--- src/rtl/regfile_write_sched.sv ---
// regfile_write_sched
// Write-port scheduler for a two-write-port register file.
// Each requester owns a small FIFO of {addr, data} writes. Every cycle up to
// two FIFO heads are granted round-robin and registered onto the two write
// ports. Two writes to the same register are never issued in one cycle,
// because the register file XORs the two selects and such a write would be
// lost.
//
// Ports
//   clk        clock, all state updates on the rising edge
//   rst_n      asynchronous active-low reset
//   req_valid  per-requester write offer
//   req_ready  per-requester FIFO has space (registered state only)
//   req_addr   packed dest registers, requester i at [i*ADDR_W +: ADDR_W]
//   req_data   packed write data, requester i at [i*DATA_W +: DATA_W]
//   wr_sel0/1  {write enable, addr} for write port 0/1
//   wr_data0/1 write data for port 0/1 (holds its value when the port is idle)
//   busy       any FIFO non-empty or any write port enabled
module regfile_write_sched #(
    parameter int NUM_REQ    = 4,
    parameter int FIFO_DEPTH = 2,
    parameter int DATA_W     = 32,
    parameter int ADDR_W     = 4
) (
    input  logic                      clk,
    input  logic                      rst_n,
    input  logic [NUM_REQ-1:0]        req_valid,
    output logic [NUM_REQ-1:0]        req_ready,
    input  logic [NUM_REQ*ADDR_W-1:0] req_addr,
    input  logic [NUM_REQ*DATA_W-1:0] req_data,
    output logic [ADDR_W:0]           wr_sel0,
    output logic [DATA_W-1:0]         wr_data0,
    output logic [ADDR_W:0]           wr_sel1,
    output logic [DATA_W-1:0]         wr_data1,
    output logic                      busy
);
    localparam int PTR_W = $clog2(NUM_REQ);
    localparam int FW    = $clog2(FIFO_DEPTH);
    localparam int CW    = FW + 1;

    // FIFO storage (data path, not reset)
    logic [ADDR_W-1:0] mem_addr_q [NUM_REQ][FIFO_DEPTH];
    logic [DATA_W-1:0] mem_data_q [NUM_REQ][FIFO_DEPTH];

    // FIFO control
    logic [FW-1:0]     wptr_q [NUM_REQ];
    logic [FW-1:0]     wptr_d [NUM_REQ];
    logic [FW-1:0]     rptr_q [NUM_REQ];
    logic [FW-1:0]     rptr_d [NUM_REQ];
    logic [CW-1:0]     cnt_q  [NUM_REQ];
    logic [CW-1:0]     cnt_d  [NUM_REQ];
    logic [PTR_W-1:0]  rr_ptr_q, rr_ptr_d;

    // Registered write ports
    logic [ADDR_W:0]   wr_sel0_q, wr_sel0_d;
    logic [ADDR_W:0]   wr_sel1_q, wr_sel1_d;
    logic [DATA_W-1:0] wr_data0_q, wr_data0_d;
    logic [DATA_W-1:0] wr_data1_q, wr_data1_d;

    logic [NUM_REQ-1:0] empty, full, push, pop;
    logic [ADDR_W-1:0]  head_addr [NUM_REQ];
    logic [DATA_W-1:0]  head_data [NUM_REQ];

    logic               gnt_a_vld, gnt_b_vld;
    logic [PTR_W-1:0]   gnt_a_idx, gnt_b_idx;

    // FIFO status and accept handshake; ready never depends on this cycle's pop.
    always_comb begin : fifo_status
        empty     = '0;
        full      = '0;
        req_ready = '0;
        push      = '0;
        for (int i = 0; i < NUM_REQ; i++) begin
            empty[i]     = (cnt_q[i] == '0);
            full[i]      = (cnt_q[i] == CW'(FIFO_DEPTH));
            head_addr[i] = mem_addr_q[i][rptr_q[i]];
            head_data[i] = mem_data_q[i][rptr_q[i]];
            req_ready[i] = rst_n & ~full[i];
            push[i]      = req_valid[i] & req_ready[i];
        end
    end

    // Round-robin scan from rr_ptr_q. Grant B must target a different
    // register than grant A; heads colliding with A simply wait.
    always_comb begin : arbitrate
        logic [PTR_W-1:0] idx;
        idx       = '0;
        gnt_a_vld = 1'b0;
        gnt_a_idx = '0;
        gnt_b_vld = 1'b0;
        gnt_b_idx = '0;
        for (int j = 0; j < NUM_REQ; j++) begin
            idx = PTR_W'((int'(rr_ptr_q) + j) % NUM_REQ);
            if (!empty[idx]) begin
                if (!gnt_a_vld) begin
                    gnt_a_vld = 1'b1;
                    gnt_a_idx = idx;
                end else if (!gnt_b_vld && (head_addr[idx] != head_addr[gnt_a_idx])) begin
                    gnt_b_vld = 1'b1;
                    gnt_b_idx = idx;
                end
            end
        end
    end

    // FIFO pointer/count update; push and pop on one FIFO leave count unchanged.
    always_comb begin : fifo_next
        pop = '0;
        for (int i = 0; i < NUM_REQ; i++) begin
            pop[i]    = (gnt_a_vld && (gnt_a_idx == PTR_W'(i))) ||
                        (gnt_b_vld && (gnt_b_idx == PTR_W'(i)));
            wptr_d[i] = push[i] ? wptr_q[i] + FW'(1) : wptr_q[i];
            rptr_d[i] = pop[i]  ? rptr_q[i] + FW'(1) : rptr_q[i];
            cnt_d[i]  = cnt_q[i] + CW'(push[i]) - CW'(pop[i]);
        end
    end

    // Issue selects, hold idle data buses, and advance the RR pointer past
    // the last requester granted in scan order.
    always_comb begin : issue_next
        wr_sel0_d  = gnt_a_vld ? {1'b1, head_addr[gnt_a_idx]} : '0;
        wr_data0_d = gnt_a_vld ? head_data[gnt_a_idx] : wr_data0_q;
        wr_sel1_d  = gnt_b_vld ? {1'b1, head_addr[gnt_b_idx]} : '0;
        wr_data1_d = gnt_b_vld ? head_data[gnt_b_idx] : wr_data1_q;
        rr_ptr_d   = rr_ptr_q;
        if (gnt_b_vld) begin
            rr_ptr_d = PTR_W'((int'(gnt_b_idx) + 1) % NUM_REQ);
        end else if (gnt_a_vld) begin
            rr_ptr_d = PTR_W'((int'(gnt_a_idx) + 1) % NUM_REQ);
        end
    end

    always_ff @(posedge clk or negedge rst_n) begin
        if (!rst_n) begin
            for (int i = 0; i < NUM_REQ; i++) begin
                wptr_q[i] <= '0;
                rptr_q[i] <= '0;
                cnt_q[i]  <= '0;
            end
            rr_ptr_q   <= '0;
            wr_sel0_q  <= '0;
            wr_sel1_q  <= '0;
            wr_data0_q <= '0;
            wr_data1_q <= '0;
        end else begin
            for (int i = 0; i < NUM_REQ; i++) begin
                wptr_q[i] <= wptr_d[i];
                rptr_q[i] <= rptr_d[i];
                cnt_q[i]  <= cnt_d[i];
            end
            rr_ptr_q   <= rr_ptr_d;
            wr_sel0_q  <= wr_sel0_d;
            wr_sel1_q  <= wr_sel1_d;
            wr_data0_q <= wr_data0_d;
            wr_data1_q <= wr_data1_d;
        end
    end

    always_ff @(posedge clk) begin : fifo_storage
        for (int i = 0; i < NUM_REQ; i++) begin
            if (push[i]) begin
                mem_addr_q[i][wptr_q[i]] <= req_addr[i*ADDR_W +: ADDR_W];
                mem_data_q[i][wptr_q[i]] <= req_data[i*DATA_W +: DATA_W];
            end
        end
    end

    assign wr_sel0  = wr_sel0_q;
    assign wr_sel1  = wr_sel1_q;
    assign wr_data0 = wr_data0_q;
    assign wr_data1 = wr_data1_q;
    assign busy     = (|(~empty)) | wr_sel0_q[ADDR_W] | wr_sel1_q[ADDR_W];

endmodule
--- config.mk ---
export PLATFORM = sky130hd
export DESIGN_NAME = regfile_write_sched
export DESIGN_NICKNAME = d
export VERILOG_FILES = /design/src/rtl/regfile_write_sched.sv
export SDC_FILE = /design/constraint.sdc
export NUM_CORES = 1
export LEC_CHECK = 0
export CAP_MARGIN = 30
export CORE_ASPECT_RATIO = 0.7
export CORE_MARGIN = 3
export CORE_UTILIZATION = 60
export DETAILED_ROUTE_END_ITERATION = 6
export GPL_TIMING_DRIVEN = 0
export PLACE_DENSITY = 0.95
export REMOVE_ABC_BUFFERS = 1
export SYNTH_ARGS = -nofsm -noshare
export SYNTH_HDL_FRONTEND = slang
export SYNTH_SLANG_ARGS = --single-unit
--- constraint.sdc ---
create_clock -name clk -period 9.88 [get_ports clk]
set_input_delay 0.988 -clock clk [delete_from_list [all_inputs] [get_ports clk]]
set_output_delay 0.988 -clock clk [all_outputs]
set_load 0.01 [all_outputs]
# Word-level counts from Yosys, hierarchy flattened
# Memories as Yosys holds them, arrays and structs flattened.
# Cells that the tools add are included.
# op_classes
order_cmp	24
addsub	21
n_eq_ne	13
n_bitwise	31
n_reduce_logical	28
mux	123
# op_table
operator	n
$mux 32	20
$mux 64	4
$bmux 32 s2	2
$demux 32 s1	4
$mux 4	32
$bmux 4 s2	8
$mux 2	18
$mux 8	4
$ge 3x3->1 const B	8
$not 2->3	8
$mux 1	21
$demux 4 s1	4
$eq 2x2->1 const B	8
$ge 2x2->1 const B	8
$not 1->2	8
$logic_and 1x1->1	14
$logic_not 2->1	6
$lt 2x3->1 const B	4
$ne 4x4->1	3
$mux 5	2
$add 1x1->1 const B	8
$add 2x1->2	4
$and 1x1->1	8
$bmux 1 s2	4
other kinds (12)	30
# totals
out_inout_bits	79
inputBits	150
reg_bits	92
mem_bits_rw	288
mem_count	2
# mem_list
memory	words	width	rd	rd_ports_with_merged_regs	write_ports	line	text
mem_data_q	4	64	4	0	4	43	logic [DATA_W-1:0] mem_data_q [NUM_REQ][FIFO_DEPTH];
mem_addr_q	4	8	4	0	4	42	logic [ADDR_W-1:0] mem_addr_q [NUM_REQ][FIFO_DEPTH];

# Logic depth before layout (Yosys ltp)
# Gate-level depths: netlist of run 1.
# logic_depth
ltp_word	27
mapped_depth	20
mapped_depth_nobuf	16

# Least setup slack after synthesis of run 1
# OpenSTA, ideal clock, no wires.
# synth_timing
path_kind	register to register
start	register rptr_q[3] in the netlist's numbering
end	register cnt_q[3] in the netlist's numbering
stages_incl_launch_ff	20
t_required_ns	9.755
arrival_ns	3.564
slack_ns	6.192
cell_sequence	dfrtp_1 -> buf_4 -> mux2_4 -> or3_1 -> a32o_1 -> a32oi_1 -> xnor2_1 -> nor2_4 -> a31oi_4 -> nor4b_2 -> o32a_1 -> buf_6 -> buf_12 -> nand2_1 -> o21ai_2 -> ha_1 -> inv_1 -> ha_1 -> xnor2_1 -> xnor2_1
# synth_rtl
item	line	text
from (decl)	48	logic [FW-1:0] rptr_q [NUM_REQ];
from (signal, indexed assignment)	148	rptr_q[i] <= rptr_d[i];
to (signal, indexed assignment)	149	cnt_q[i] <= cnt_d[i];
to (decl)	50	logic [CW-1:0] cnt_q [NUM_REQ];

==> results of run 1 <==
==> cell usage after synthesis, types with 4 or more instances <==
master	count
dfrtp_1	92
ha_1	8
o21ai_1	5
a32o_1	6
buf_6	5
nand4_1	5
mux4_2	4
nand3_1	8
a21o_1	7
a21boi_0	4
a32oi_1	10
a21oi_1	41
nand2_1	145
mux2_4	15
mux2i_1	148
xnor2_1	24
o22ai_1	27
a22oi_1	5
a31oi_1	29
o211ai_1	51
inv_1	8
xor2_1	6
mux2_2	49
clkbuf_1	53
nor3_1	10
buf_4	8
and3_1	5
edfxtp_1	288
o21ai_0	70
or3_1	5
buf_2	20
nor2_1	104
a211oi_1	14
==> cell usage in the layout (no fill, tap or decap), types with 9 or more instances in the layout <==
master,count
a211oi_1,14
a21oi_1,40
a31oi_1,29
a32oi_1,10
buf_12,18
clkbuf_1,9
clkbuf_16,37
clkdlybuf4s50_1,227
dfrtp_1,86
edfxtp_1,288
mux2_2,49
mux2_4,15
mux2i_1,148
nand2_1,145
nor2_1,100
nor3_1,9
o211ai_1,51
o21ai_0,70
o22ai_1,27
xnor2_1,24
==> worst reg2reg max path: cells and delay by family (launching register included) <==
kind	cells	cell delay [ns]
flops	1	1.05
simple gates	4	1.99
buf+inv	2	0.33
xor+xnor	3	0.84
fa+ha+maj	2	0.40
compound gates	6	1.47
==> final timing paths <==
path,to,slack (ns),depth (start not counted)
worst min-delay path,rptr_q[2],0.49,1
max in group asynchronous,rr_ptr_q[0],8.64,2
worst min register to register,wr_data1[0],0.50,2
worst max-delay path,busy,3.66,10
min in group clk,wr_data1[0],0.50,2
worst max register to register,cnt_q[7],3.70,17
==> through the flow <==
step                utilization  setup TNS (ns)  setup WS, ns  std cells  hold slack, ns
floorplan                     -               0          3.05       1255           0.461
global placement          0.701          -0.443        -0.313       1854           0.474
detailed placement        0.720               0          4.04       1879           0.483
CTS                       0.764               0          3.81       1945           0.493
global route              0.764               0          3.40       1946           0.520
finish                    0.764               0          3.66       1947           0.488
==> per-layer routing <==
metal,up-vias,share of wire
li1,5488,-
met1,6430,0.38
met2,1030,0.45
met3,218,0.13
met4,6,0.045
met5,-,0.00079
==> cell type report <==
type	instances	area, sq um	area share
inverters	11	42.5	0.00197
clock inverters	16	243	0.0112
multi-input cells	864	6130	0.284
well taps	371	464	0.0215
diodes	2	5.00	0.000232
repair buffers	253	2750	0.127
clock buffers	50	1010	0.0470
flip-flops and latches	380	11000	0.507
==> logic make-up after synthesis <==
group	after synthesis	share of synthesized area
DFF	380	0.624
AOI/OAI and AO/OA	304	0.116
and+or+nand+nor	303	0.0730
muxes	219	0.136
buffers and inverters	104	0.0298
xor gates and xnor gates	30	0.0150
adders and majority gates	8	0.00571
==> sequential cells by signal, summed over array words and instances, names as in the netlist <==
name,cells
wptr_q,4
mem_addr_q,32
cnt_q,8
rptr_q,4
wr_sel0,5
wr_data0,32
wr_data1,32
rr_ptr_q,2
mem_data_q,256
wr_sel1,5
==> impl_results.md, run 1 <==
* Hold Path Class: input pin to async pin
* Crit path launch type: flip-flop
* Status: completed
* Top cell by count, worst path: a21oi_1
* Max-cap check violation count at 0
* CP Capture Type: output pin
* Final HPWL DP at 35,000 microns
* Met2 Resource Use GR at 0.532
* CP bufs+invs at 4
* Die ar. at 31,300 sq um
* Yosys warns at 0
* Total routed wirelength at 54,300 microns
* Yosys reg bits at 380
* Mean post-synth cell area at 13.0 sq um
* RSZ-0062 raised after global routing: false
* Endpoints failing setup at 0
* P&R area growth vs syn at 23.2%
* Top cell family by delay on the critical path: buffers and inverters
* Worst path cell trace: inv_2 > a21oi_1 > nand3_1 > a21oi_1 > a41oi_1 > nor2_1 > clkinv_2 > buf_12 > or3_1 > clkdlybuf4s50_1
* Routing usage on met3 at 0.0864
* Final net count at 1,704
* Antenna viol nets, final at 0
* Grt ovf at 0
* DR vias at 13,200
* Post-route cell area at 21,600 sq um
* Pins over their slew limit at 0
* Fin. Hold Viols at 0
* Placer congestion estimate at 0.946
* Worst EP arrival at 5.24 ns
* Cell taking the most area after synthesis: edfxtp_1
* Grt met1 use at 0.477
* Synth async-reset ratio at 0.242
* Global-route wire length before repair at 81,700 microns
* Max transition margin at 0.308
* Minimum clock period at 6.22 ns
* Synth top area cells: edfxtp_1 (49%), dfrtp_1 (13%), mux2i_1 (8.4%), mux2_2 (3.1%), nand2_1 (3.1%)
* Start of the worst register-to-register path: rr_ptr_q[0]
* Top Usage Layer GRT: met2
* DR iter-0 viols at 1,691
* Total clock sinks at 380
* Buffers on Ports at 228
* Max Clock Skew at 0.0446 ns
* CTS tree: done
* Worst Max-Slew Pin Slew at 1.04 ns
* Die X at 210 microns
* Slowest CP cell: dfrtp_2
* Yosys cell types at 79
* Die Y at 149 microns
* Max Fclk at 161 MHz
* Seq/Total Area, Yosys at 0.624
* Clock transition at path regs at 0.07 ns
* Filler cell count at 1,603
* CP Data Required Time at 8.89 ns
* Core Region at 28,300 sq um
* Share of cells above drive strength 1 at 0.124
* Critical Path Fanout Max at 51
* Largest net degree at the start of global routing at 76
* Detailed-route wire length per cell at 27.9 microns
* Initial antenna violation count at 4
* Final period util at 0.630
* Ys flop type: edfxtp_1
* CTS resizes at 0
* H-tree levels at 2
* Starting density of the core at 0.620
* Postcts setup bufs at 0
* Top cell type's share of synthesized area at 0.493
* Root buf cell: clkbuf_16
* Slowest Stage Delay on Critical Path at 0.99 ns
* Routed vias/inst at 6.77
* I/O pin total at 229
* Vias in the first global route at 13,800
* Num CTS Buffers at 36
* Synth Instances at 1,348
* # rows at 51
* Residual DRC at 0
* Worst Setup SP: rr_ptr_q[1]
* Placed inst area at 20,300 sq um
* Worst-Skew Late Latency at 0.56 ns
* Max Buffers Root-to-Sink at 3
* Post-synth EDFFs at 288
* Crit path kind: flip-flop to output pin
* Mapped cell area at 17,500 sq um
* First-pass iteration count of the detailed router at 5
* Post-CTS Hold Buffers at 0
* Total Routing Usage GR at 0.346
Power of run 1 is left out: the tool's default activity adds up to more than one toggle a clock period on the data nets, which glitch-free logic cannot reach.
==> run 2: changes to the inputs <==
- CORE_UTILIZATION: 60 -> 56
- PLACE_DENSITY: 0.95 -> 0.92
- clock period: 9.88 -> 6.2 ns (I/O delays scaled with it)
==> run 2 against run 1 <==
The flow now finishes with violations (design-rule violations); via count down 2.3%; flip-flop and latch count unchanged; count of clock-buffer cells in the layout down 5; hold slack lost 0.41 ns; die area increased by 6.9%; wire length fell by 2.1%; register-to-register slack got worse by 3.3 ns; first-iteration DRC count is 16% lower; clock skew shrank 0.023 ns; setup slack lost 3.3 ns; highest routed layer unchanged.
==> impl_results.md, run 2 (same netlist as run 1, synthesis figures left out) <==
* Status: finished with violations (was completed)
* Failing checks: design-rule violations
* Initial antenna violation count at 4 (unchanged)
* Total clock sinks at 380 (unchanged)
* Hold Path Class: input pin to async pin (unchanged)
* Max-cap check violation count at 0 (unchanged)
* Max Buffers Root-to-Sink at 3 (unchanged)
* Core Region at 30,400 sq um (was 28,300 sq um)
* Post-route cell area at 21,700 sq um (was 21,600 sq um)
* Pins over their slew limit at 0 (unchanged)
* Clock transition at path regs at 0.06 ns (was 0.07 ns)
* Max transition margin at 0.327 (was 0.308)
* Crit path kind: flip-flop to flip-flop (was flip-flop to output pin)
* Storage element area at 11,000 sq um (about the same)
* DR iter-0 viols at 1,418 (was 1,691)
* Antenna viol nets, final at 0 (unchanged)
* First-pass iteration count of the detailed router at 7 (was 5)
* Max Fclk at 171 MHz
* Hold Slack at 0.0757 ns (was 0.488 ns)
* Most frequent cells in the layout: edfxtp_1 (288), clkdlybuf4s50_1 (227), mux2i_1 (148), nand2_1 (145), nor2_1 (99) (was edfxtp_1 (288), clkdlybuf4s50_1 (227), mux2i_1 (148), nand2_1 (145), nor2_1 (100))
* # rows at 53 (was 51)
* Buffers on Ports at 228 (unchanged)
* Worst EP arrival at 6.30 ns (was 5.24 ns)
* Start of the worst register-to-register path: rptr_q[2] (was rr_ptr_q[0])
* Util after Layout at 0.713 (was 0.764)
* Die Y at 154 microns (was 149 microns)
* P&R area growth vs syn at 23.8% (was 23.2%)
* Final net count at 1,709 (was 1,704)
* CP Data Required Time at 6.66 ns (was 8.89 ns)
* Crit path launch type: flip-flop (unchanged)
* Vias in the first global route at 13,200 (was 13,800)
* Footprint of the multi-input gates at 6140 sq um (was 6130 sq um)
* Placer congestion estimate at 0.934 (was 0.946)
* H-tree levels at 2 (unchanged)
* Share of cells above drive strength 1 at 0.129 (was 0.124)
* Post-CTS Hold Buffers at 0 (unchanged)
* Max Clock Skew at 0.0220 ns (was 0.0446 ns)
* Diode count at 0 (was 2)
* Most common cell after layout, fill and taps aside: edfxtp_1 (unchanged)
* Critical Path Fanout Max at 26 (was 51)
* Routed vias/inst at 6.46 (was 6.77)
* Max reg flops at 256 (unchanged)
* Die ar. at 33,500 sq um (was 31,300 sq um)
* Fin. Hold Viols at 0 (unchanged)
* CTS tree: done (unchanged)
* Minimum clock period at 5.84 ns
* Worst Setup SP: rptr_q[2] (was rr_ptr_q[1])
* Worst-Skew Late Latency at 0.53 ns (was 0.56 ns)
* Total routed wirelength at 53,100 microns (was 54,300 microns)
* Starting density of the core at 0.576 (was 0.620)
* Residual DRC at 5 (was 0)
* Final period util at 0.943
* Grt ovf at 0 (unchanged)
* Largest net degree at the start of global routing at 65 (was 76)
* CP Capture Type: flip-flop (was output pin)
* Die X at 218 microns (was 210 microns)
* Worst Max-Slew Pin Slew at 1.01 ns (was 1.04 ns)
* Total Routing Usage GR at 0.311 (was 0.346)
* Filler cell count at 1,976 (was 1,603)
* Final HPWL DP at 34,600 microns (was 35,000 microns)
* Num CTS Buffers at 37 (was 36)
* Endpoints failing setup at 0 (unchanged)
* Detailed-route wire length per cell at 26.7 microns (was 27.9 microns)
* DR vias at 12,900 (was 13,200)
* RSZ-0062 raised after global routing: false (unchanged)
* Global-route wire length before repair at 78,600 microns (was 81,700 microns)
* Root buf cell: clkbuf_16 (unchanged)
* Placed inst area at 20,500 sq um (was 20,300 sq um)
* I/O pin total at 229 (unchanged)
[run 2: changes by cell type in the layout (fill, tap and decap cells not counted), sizes merged]
cell	change
bufinv	-1
buf	+4
clkinv	+5
clkinvlp	-1
clkbuf	-5
inv	+3
diode	-2
[run 2: through the flow]
stage               setup TNS [ns]  worst slack [ns]  cells
floorplan                    -2.12            -0.630   1255
global placement           -750.14             -4.46   1895
detailed placement               0             0.287   1923
CTS                              0             0.268   1990
global route                     0            0.0578   1991
finish                           0             0.355   1991
[run 2: worst paths after layout]
kind	endpoint	slack, ns	depth (start not counted)
max	cnt_q[7]	0.36	20
min	wr_data0[11]	0.08	1
max reg2reg	cnt_q[7]	0.36	20
min reg2reg	wr_data1[20]	0.51	2
max in group asynchronous	rr_ptr_q[1]	5.37	2
min in group clk	wr_data1[20]	0.51	2
[run 2: final cells by class]
| type | instances | share of cell area |
|---|---|---|
| inverters | 11 | 0.00196 |
| multi-input cells | 864 | 0.283 |
| well taps | 412 | 0.0238 |
| clock buffers | 45 | 0.0445 |
| repair buffers | 257 | 0.132 |
| flip-flops and latches | 380 | 0.505 |
| clock inverters | 22 | 0.0103 |
[run 2: timing repair]
item | CTS | global route
buffers inserted | 0 | 1
setup endpoints to repair | 0 | 1
resized for setup | 0 | 2
[run 2: worst max-delay path, cell delays in order (launching register included)]
cell,delay (ns)
dfrtp_2,0.68
buf_12,0.29
mux2i_2,0.55
nand3_1,0.14
o211ai_1,0.13
o21ai_0,0.14
xnor2_1,0.31
nor4_2,0.12
nor3_1,0.56
a311oi_1,0.12
o32a_2,0.63
buf_12,0.26
buf_12,0.18
buf_16,0.18
nor2_2,0.45
a32o_1,0.25
ha_1,0.23
inv_1,0.06
ha_1,0.15
xnor2_1,0.14
xnor2_1,0.13
[run 2: metal layers]
layer,vias up,track usage,share of wire
met2,924,0.498,0.47
met5,-,0,0.0011
met3,156,0.0753,0.12
met1,6279,0.421,0.38
li1,5502,-,-
met4,8,0.108,0.030
Power of run 2 is left out for the same reason.
==> run 3: changes to the inputs <==
- CORE_UTILIZATION: 56 -> 50
- PLACE_DENSITY: 0.92 -> 0.87
- clock period: 6.2 -> 5.05 ns (I/O delays scaled with it)
==> run 3 against run 2 <==
The run now ends clean; wire length is 0.67% lower; non-clock buffer count grew 1; final area rose by 0.85%; global-route usage shrank 3.2 points.
==> impl_results.md, run 3 (same netlist as run 1, synthesis figures left out) <==
* P&R area growth vs syn at 24.8% (was 23.8%)
* Final period util at 0.991 (was 0.943)
* Critical Path Fanout Max at 51 (was 26)
* Final net count at 1,711 (was 1,709)
* Most common cell after layout, fill and taps aside: edfxtp_1 (unchanged)
* Clock transition at path regs at 0.07 ns (was 0.06 ns)
* FF-to-FF End: cnt_q[7] (unchanged)
* Max reg flops at 256 (unchanged)
* DR vias at 12,700 (was 12,900)
* Final HPWL DP at 34,600 microns (about the same)
* Total Routing Usage GR at 0.279 (was 0.311)
* Vias in the first global route at 12,900 (was 13,200)
* Detailed-route wire length per cell at 25.7 microns (was 26.7 microns)
* CP Data Required Time at 5.50 ns (was 6.66 ns)
* Max Fclk at 200 MHz (was 171 MHz)
* Status: completed (was finished with violations)
* Die Y at 163 microns (was 154 microns)
* Max-cap check violation count at 0 (unchanged)
* Post-CTS Hold Buffers at 0 (unchanged)
* Start of the worst register-to-register path: rr_ptr_q[1] (was rptr_q[2])
* Routed vias/inst at 6.21 (was 6.46)
* Num CTS Buffers at 38 (was 37)
* CTS tree: done (unchanged)
* Pins over their slew limit at 0 (unchanged)
* Placer congestion estimate at 0.947 (was 0.934)
* CP Capture Type: flip-flop (unchanged)
* Max Clock Skew at 0.0295 ns (was 0.0220 ns)
* R2R cell count at 17 (was 20)
* Crit path kind: flip-flop to flip-flop (unchanged)
* # rows at 56 (was 53)
* Max Buffers Root-to-Sink at 3 (unchanged)
* Total routed wirelength at 52,800 microns (was 53,100 microns)
* Most frequent cells in the layout: edfxtp_1 (288), clkdlybuf4s50_1 (227), mux2i_1 (146), nand2_1 (145), nor2_1 (97) (was edfxtp_1 (288), clkdlybuf4s50_1 (227), mux2i_1 (148), nand2_1 (145), nor2_1 (99))
* Initial antenna violation count at 8 (was 4)
* Grt ovf at 0 (unchanged)
* DR iter-0 viols at 1,506 (was 1,418)
* Slowest Stage Delay on Critical Path at 0.70 ns (was 0.68 ns)
* Worst path cell trace: inv_2 > o21ai_0 > o22ai_2 > a22oi_1 > mux2i_1 > xor2_1 > nand4_1 > a22o_1 > o32a_4 > buf_12 > nor2_4 > a32o_1 > ha_1 > inv_1 > ha_1 > xnor2_1 > xnor2_1 (was buf_12 > mux2i_2 > nand3_1 > o211ai_1 > o21ai_0 > xnor2_1 > nor4_2 > nor3_1 > a311oi_1 > o32a_2 > buf_12 > buf_12 > buf_16 > nor2_2 > a32o_1 > ha_1 > inv_1 > ha_1 > xnor2_1 > xnor2_1)
* Residual DRC at 0 (was 5)
* Core Region at 34,100 sq um (was 30,400 sq um)
* Top cell family by delay on the critical path: compound AO/OA/AOI/OAI gates (was simple AND/OR/NAND/NOR gates)
* Worst-Skew Late Latency at 0.54 ns (was 0.53 ns)
* Buffers on Ports at 228 (unchanged)
* Starting density of the core at 0.515 (was 0.576)
* Placed inst area at 20,600 sq um (was 20,500 sq um)
* First-pass iteration count of the detailed router at 6 (was 7)
* I/O pin total at 229 (unchanged)
* Hold Path Class: input pin to async pin (unchanged)
* CP bufs+invs at 3 (was 5)
* Antenna viol nets, final at 0 (unchanged)
* Post-route cell area at 21,900 sq um (was 21,700 sq um)
* Largest net degree at the start of global routing at 61 (was 65)
* Die X at 230 microns (was 218 microns)
* Max transition margin at 0.358 (was 0.327)
* Fin. Hold Viols at 0 (unchanged)
* Slowest CP cell: dfrtp_4 (was dfrtp_2)
* Share of cells above drive strength 1 at 0.135 (was 0.129)
* Worst EP arrival at 5.46 ns (was 6.30 ns)
* Root buf cell: clkbuf_16 (unchanged)
* Worst Max-Slew Pin Slew at 0.962 ns (was 1.01 ns)
* Worst R2R Setup Slack at 0.05 ns (was 0.36 ns)
* Global-route wire length before repair at 78,600 microns (about the same)
* RSZ-0062 raised after global routing: true (was false)
* Crit path launch type: flip-flop (unchanged)
* Endpoints failing setup at 0 (unchanged)
* Die ar. at 37,400 sq um (was 33,500 sq um)
* Total clock sinks at 380 (unchanged)
* H-tree levels at 2 (unchanged)
* Minimum clock period at 5.00 ns (was 5.84 ns)
* Util after Layout at 0.643 (was 0.713)
-- run 3: changes by cell type in the layout (fill, tap and decap cells not counted), moves of 3 or more --
cell,change
bufinv_16,-3
clkbuf_1,+5
dfrtp_2,-3
dfrtp_4,+3
diode_2,+4
inv_6,-3
-- run 3: metal layers --
layer	up-vias	GRT usage	share of wire
met4	8	0.0909	0.029
met5	-	0	0.0011
met3	130	0.0720	0.11
met2	812	0.438	0.45
li1	5525	-	-
met1	6265	0.383	0.40
-- run 3: how the worst max path moves through the flow --
| stage | endpoint | cells past startpoint | start |
|---|---|---|---|
| 6_report | cnt_q[7] | 17 | rr_ptr_q[1] |
| 5_1_grt | cnt_q[7] | 17 | rr_ptr_q[1] |
| 4_1_cts | cnt_q[7] | 17 | rptr_q[1] |
| 3_5_place_dp | cnt_q[7] | 16 | rptr_q[1] |
| 3_3_place_gp | cnt_q[7] | 14 | rptr_q[3] |
| 2_1_floorplan | cnt_q[7] | 16 | rptr_q[0] |
-- run 3: area by class of cell --
| type | count | area [sq um] |
|---|---|---|
| Fill cell | 2453 | 12200 |
| Sequential cell | 380 | 11000 |
| Multi-Input combinational cell | 864 | 6220 |
| Timing Repair Buffer | 258 | 2880 |
| Clock buffer | 54 | 1060 |
| Tap cell | 464 | 581 |
| Clock inverter | 16 | 128 |
| Inverter | 11 | 43.8 |
| Antenna cell | 4 | 10.0 |
-- run 3: timing repair --
| item | CTS | global route |
|---|---|---|
| buffers inserted | 2 | 0 |
| gates resized for setup | 12 | 8 |
| setup endpoints to repair | 27 | 10 |
-- run 3: metrics by stage --
step                      setup TNS, ns  hold WS (ns)  cells  setup slack [ns]
after detailed placement          -5.30         0.492   1975            -0.505
after global routing             -0.148        0.0488   2051            -0.148
after floorplan                  -48.09         0.209   1255             -1.78
final                                 0        0.0232   2051            0.0465
after CTS                             0        0.0247   2047            0.0373
after global placement         -1204.73         0.474   1947             -5.48
Power of run 3 is left out for the same reason.
